File: config.mk
export PLATFORM = sky130hd
export DESIGN_NAME = ext_pipe
export DESIGN_NICKNAME = d
export VERILOG_FILES = /design/src/rtl/ext_pipe.sv
export SDC_FILE = /design/constraint.sdc
export NUM_CORES = 1
export LEC_CHECK = 0
export BUFFER_PORTS_ARGS = -buffer_cell sky130_fd_sc_hd__buf_2
export CORE_MARGIN = 1
export CORE_UTILIZATION = 48
export CTS_CLUSTER_DIAMETER = 100
export CTS_CLUSTER_SIZE = 20
export DETAILED_ROUTE_END_ITERATION = 12
export GPL_ROUTABILITY_DRIVEN = 1
export PLACE_DENSITY_LB_ADDON = 0.1
export SETUP_SLACK_MARGIN = 0.5
export SYNTH_ARGS = -nofsm -noshare
export SYNTH_HDL_FRONTEND = slang
export SYNTH_SLANG_ARGS = --single-unit
File: constraint.sdc
create_clock -name clk -period 1.9 [get_ports clk]
set_input_delay 0.285 -clock clk [delete_from_list [all_inputs] [get_ports clk]]
set_output_delay 0.285 -clock clk [all_outputs]
set_load 0.02 [all_outputs]
File: src/rtl/ext_pipe.sv
// Immediate / load-data extension unit with a registered valid-ready output stage.
// Latency 1 cycle; a 2-entry output/skid pair keeps full throughput, and in_ready is a pure register.
module ext_pipe #(
  parameter int IMM_W  = 16,
  parameter int DATA_W = 32,
  parameter int SHAMT  = 2,
  localparam int OFF_W = $clog2(DATA_W/8)
) (
  input  logic              clk,
  input  logic              reset,
  input  logic              in_valid,
  output logic              in_ready,
  input  logic [2:0]        in_op,
  input  logic [IMM_W-1:0]  in_imm,
  input  logic [DATA_W-1:0] in_data,
  input  logic [OFF_W-1:0]  in_off,
  output logic              out_valid,
  input  logic              out_ready,
  output logic [DATA_W-1:0] out_result,
  output logic              out_err
);

  logic [DATA_W-1:0] imm_sx;
  logic [7:0]        byte_sel;
  logic [15:0]       half_sel;
  logic [DATA_W-1:0] new_res;
  logic              new_err;

  logic              or_vld_q, or_vld_d;
  logic [DATA_W-1:0] or_res_q, or_res_d;
  logic              or_err_q, or_err_d;
  logic              sr_vld_q, sr_vld_d;
  logic [DATA_W-1:0] sr_res_q, sr_res_d;
  logic              sr_err_q, sr_err_d;

  logic accept;
  logic drain;

  always_comb begin
    imm_sx   = DATA_W'($signed(in_imm));
    byte_sel = in_data[8*in_off +: 8];
    half_sel = in_data[16*(in_off >> 1) +: 16];
    new_res  = '0;
    new_err  = 1'b0;
    case (in_op)
      3'b000: new_res = imm_sx;
      3'b001: new_res = DATA_W'(in_imm);
      3'b010: new_res = DATA_W'(in_imm) << (DATA_W - IMM_W);
      3'b011: new_res = imm_sx << SHAMT;
      3'b100: new_res = DATA_W'($signed(byte_sel));
      3'b101: new_res = DATA_W'(byte_sel);
      default: begin
        // Odd offset on a halfword access: flag it and force a zero result.
        if (in_off[0]) begin
          new_err = 1'b1;
        end else if (in_op[0]) begin
          new_res = DATA_W'(half_sel);
        end else begin
          new_res = DATA_W'($signed(half_sel));
        end
      end
    endcase
  end

  assign accept = in_valid && in_ready;
  assign drain  = or_vld_q && out_ready;

  always_comb begin
    or_vld_d = or_vld_q;
    or_res_d = or_res_q;
    or_err_d = or_err_q;
    sr_vld_d = sr_vld_q;
    sr_res_d = sr_res_q;
    sr_err_d = sr_err_q;

    if (!or_vld_q || drain) begin
      if (sr_vld_q) begin
        or_vld_d = 1'b1;
        or_res_d = sr_res_q;
        or_err_d = sr_err_q;
        sr_vld_d = 1'b0;
      end else if (accept) begin
        or_vld_d = 1'b1;
        or_res_d = new_res;
        or_err_d = new_err;
      end else begin
        or_vld_d = 1'b0;
      end
    end else if (accept) begin
      // Output is stalled: park the new entry in the skid register.
      sr_vld_d = 1'b1;
      sr_res_d = new_res;
      sr_err_d = new_err;
    end
  end

  always_ff @(posedge clk or posedge reset) begin
    if (reset) begin
      or_vld_q <= 1'b0;
      or_res_q <= '0;
      or_err_q <= 1'b0;
      sr_vld_q <= 1'b0;
      sr_res_q <= '0;
      sr_err_q <= 1'b0;
    end else begin
      or_vld_q <= or_vld_d;
      or_res_q <= or_res_d;
      or_err_q <= or_err_d;
      sr_vld_q <= sr_vld_d;
      sr_res_q <= sr_res_d;
      sr_err_q <= sr_err_d;
    end
  end

  assign in_ready   = !sr_vld_q;
  assign out_valid  = or_vld_q;
  assign out_result = or_res_q;
  assign out_err    = or_err_q;

endmodule

### After elaboration in Yosys (flattened, before gate mapping)

Index checks and enable logic that the tools add are counted.

* bits in latches: 0
* bits in read-only memories: 0
* memories kept: 0
* word-level logic and storage cells: 38
* RAM bits: 0
* output and inout port bits: 35
* bits in registers: 68

* shift-type cells: 2
* mux-type cells: 13
* multiply operators: 0
* eq/ne operators: 5
* div/mod/pow operators: 0
* reduce and logical (&&, ||, !) cells: 11
* bitwise logic cells: 1
* magnitude comparators: 0
* add/sub/neg operators: 0

Operators by type and width (number)
* one-hot mux 32 bit (6 select lines): 1
* 2-to-1 mux 32 bit: 4
* variable part select 32 x 6 -> 16 bit: 1
* variable part select 32 x 6 -> 8 bit: 1
* 2-to-1 mux 1 bit: 8
* equality test 3 x 2 -> 1 bit (second input constant): 2
* equality test 3 bit (second input constant): 2
* OR reduction 6 bit: 1
* AND reduction 2 bit: 2
* nonzero test 2 bit: 2
* equality test 3 x 1 -> 1 bit (second input constant): 1
* logical NOT 3 bit: 1
* logical AND 1 bit: 2
* logical NOT 1 bit: 2
* logical OR 1 bit: 1
* inverter 1 bit: 1

### Longest topological paths before layout

* depth after elaboration: 6
* depth in mapped cells: 8

### Worst setup path before layout

Ideal clock, no wire load.

* path kind: in2reg
* from: in in_off[1]
* to: reg sr_res_q[8]
* arrival time: 1560 ps
* setup slack: 209 ps
* library setup time: 131 ps
* path buffers: 2
* required time: 1769 ps
* cell stages on the path: 7
* path through: buf_6 > mux2_4 > or2_1 > and3_1 > buf_6 > a2111oi_1 > nor2_1

* word-level cells in the longest chain between the ends: 4
* elaborated cells on any way between the ends: 5

RTL lines
* start: declaration: RTL line 16 `input logic [OFF_W-1:0] in_off,`
* variable part select 32 x 6 -> 16 bit: RTL line 42 `half_sel = in_data[16*(in_off >> 1) +: 16];`
* 2-to-1 mux 32 bit: RTL line 56 `end else if (in_op[0]) begin`
* 2-to-1 mux 32 bit: RTL line 54 `if (in_off[0]) begin`
* one-hot mux 32 bit (6 select lines) *: RTL line 45 `case (in_op)`
* end signal: assignment: RTL line 110 `sr_res_q <= sr_res_d;`
* end: declaration: RTL line 33 `logic [DATA_W-1:0] sr_res_q, sr_res_d;`

Mark *: on every way between the ends. The rest lies on a longest branch, timed or not.
A chain may end at the register's enable or synchronous reset.

### Final worst setup path

* from: reg sr_vld_q
* to: reg sr_res_q[30]

* word-level cells in the longest chain between the ends: 3

RTL lines
* start: declaration: RTL line 32 `logic sr_vld_q, sr_vld_d;`
* start signal: assignment: RTL line 109 `sr_vld_q <= sr_vld_d;`
* logical NOT 1 bit: RTL line 115 `assign in_ready = !sr_vld_q;`
* logical AND 1 bit: RTL line 65 `assign accept = in_valid && in_ready;`
* AND reduction 2 bit (no line)

No other way between the ends.

==> metrics.txt <==
#FFs+latches synth 68; setup TNS 0 ps; Synth Area in Adders 0%; DIE AREA 7810 sq um; Slew HR 62.9%; post-synthesis mux area share under 10%; dominant cell by count in the synthesized netlist dfrtp_1; chip width just under 90 um; Netlist cell types ~40; combinational share of power between 30% and 40%; Slew Limit Fails 0; Clock Latency Late Sink approximately 350 ps; Site Rows 31; Antenna Violating Nets Remaining 0; Synth Warn # 0; DRC violations left 2; post-synthesis simple-gate area fraction 17.4%; vias in the first global route approximately 3400; sequential power share a little over two fifths; Post-Syn Instances ~400; sequential cell area fraction in the yosys report roughly 48%; largest net degree at the start of global routing 39; via count ~3800; main combinational cell family by area after synthesis compound AO/OA/AOI/OAI gates; Required @ worst endpoint 2170 ps; CP max FO 15; Synth async-reset ratio 100%; Core ar. 7210 sq um; post-DR wirelength/cell roughly 20 um; hpwl dp 7.18 mm; root buffer cell clkbuf_8; Cell Area, Synth 3580 sq um; status finished, violations left; compound-gate portion of the synthesized area 25.2%; P_sw about 1.6 mW; GP Congestion ~0.84; Layout area overhead 39.2%; vias per cell ~6.0; path type of the worst min-delay path in2reg; CP startpoint kind flop; max cap viols 0; Period Utilization, post-route a little over four fifths; Synth area leader dfrtp_1; RSZ-0062 raised after global routing yes; count of input and output buffers 91; All-Layer GR Usage just over 30%; Least-Margin Pin Slew around 550 ps; layout cells sized above 1 36.2%; clk_skew between 8 and 9 ps; Final Hold Fails 0; failing checks DRC; top post-synthesis cells by area dfrtp_1, o21ai_0, nand2_1, a31oi_1, mux2i_1; clock transition at the registers of the reported paths approximately 80 ps; Die H around 88 um; drt first-iter violations 384; part of the power in the clock network between 20 and 30%; H-tree levels 3; Initial Utilization approximately half; Post-synth top flop dfrtp_1; Sw Ratio between 30% and 40%; Leak Pwr 2.26 nW; Synth Area in XOR/XNOR 0%; Tmin final about 1600 ps; Num CTS Buffers 9; first-pass GRT wire length 17.6 mm; final hold slack ~240 ps; Final setup viols 0; Max Clk Rate roughly 630 MHz; CP Capture Type flop; maximum vdd drop roughly 500 uV; pwr dens a little over 900 nW/um^2; Pint ~3 mW; First-pass DRT Iterations 9; IO Count 92; crit path kind reg2reg; CTS tree built; Post-synth top cells dfrtp_1, nand2_1, o21ai_0; antenna cells 0; total wire length 12.3 mm; Synth top area share 47.5%; EDFF count, synth 0; syn_nets 460; CTS Sinks 68; total grt overflow 0; worst path arrival time 1860 ps; initial antenna violation count 0; Nets roughly 580; Syn Area/Cell 8.89 sq um; clk buf depth 2
-- through the flow --
| stage | util [%] | cell area, sq um | power (mW) | setup WS (ps) | std cells |
|---|---|---|---|---|---|
| finish | 69.1 | 4980 | 4.62 | 316 | 629 |
| global route | 69.1 | 4980 | 4.84 | 210 | 629 |
| CTS | 66.5 | 4800 | 4.51 | 360 | 618 |
| detailed placement | 59.0 | 4260 | 3.14 | 100 | 582 |
| global placement | 59.0 | 4260 | 3.10 | 140 | 582 |
| floorplan | - | 3660 | 2.70 | 210 | 403 |
-- power by group through the flow --
stage	sequential, mW	combinational [mW]	clock, mW
finish	1.93	1.45	1.25
global route	1.96	1.56	1.32
CTS	1.91	1.34	1.26
detailed placement	1.94	1.20	0
global placement	1.92	1.18	0
floorplan	2.11	0.593	0
-- final cells by class --
class	count	area (sq um)
Timing Repair Buffer	144	1110
Inverter	3	20.0
Sequential cell	68	1700
Multi-Input combinational cell	299	1830
Clock buffer	10	138
Fill cell	576	2230
Tap cell	99	124
Clock inverter	6	63.8
-- sequential cells by signal, summed over array words and instances, names as in the netlist --
register / cells
out_result: 32
sr_res_q: 32
out_err: 1
out_valid: 1
sr_err_q: 1
sr_vld_q: 1
-- per-layer routing --
layer	track usage (%)	up-vias	wire [um]	part of all wire, %
met3	6.53	36	1020	8.3
li1	-	1706	-	-
met5	0	-	0	0
met2	46.6	216	5600	46
met1	42.8	1797	5310	43
met4	11.6	0	366	3.0
-- final timing paths --
kind	from	end	slack, ps	cells past startpoint
worst max-delay path	sr_vld_q$_DFFE_PP0P_	sr_res_q[30]$_DFFE_PP0P_	320	7
max in group asynchronous	reset	sr_vld_q$_DFFE_PP0P_	840	4
worst min register to register	sr_res_q[12]$_DFFE_PP0P_	sr_res_q[12]$_DFFE_PP0P_	470	2
worst min-delay path	in_imm[6]	sr_res_q[22]$_DFFE_PP0P_	240	3
min in group asynchronous	reset	out_result[10]$_DFFE_PP0P_	500	3
worst max register to register	sr_vld_q$_DFFE_PP0P_	sr_res_q[30]$_DFFE_PP0P_	320	7
-- cell families after synthesis --
logic type      count (synthesis)
compound gates                144
buf+inv                        36
flops                          68
mux                            17
simple gates                  138
-- cells in the final DEF, fill, tap and decap left out, drive strengths merged, types with 4 or more instances in the layout --
cell type	Yosys	layout
o221ai	5	5
a221o	5	5
a2111oi	4	4
a21oi	14	14
o21a	6	6
o22ai	9	9
o21ai	60	60
clkinv	1	4
clkbuf	17	12
a31oi	30	30
a22oi	6	6
nand2b	4	4
dfrtp	68	68
mux2i	14	14
clkinvlp	0	4
nand2	67	67
buf	16	140
nor3	9	9
or3	15	15
nor2	29	29
-- what timing repair did --
item / 4_1_cts / 5_1_grt
buffers inserted: 14 / 7
endpoints found under the setup margin: 61 / 67
hold buffers: 1 / 0
cloned: 5 / 4
gates resized for setup: 41 / 30
pin swaps: 4 / 12
endpoints found under the hold margin: 18 / 0
-- critical path, cell delays in order, from the launching register on --
cell     delay (ps)
dfrtp_2         440
buf_12          130
buf_4           190
nor3b_4         210
buf_4           180
buf_8           150
nor2_1           40
a31oi_1         150
Power figures use the tool's default switching activity.
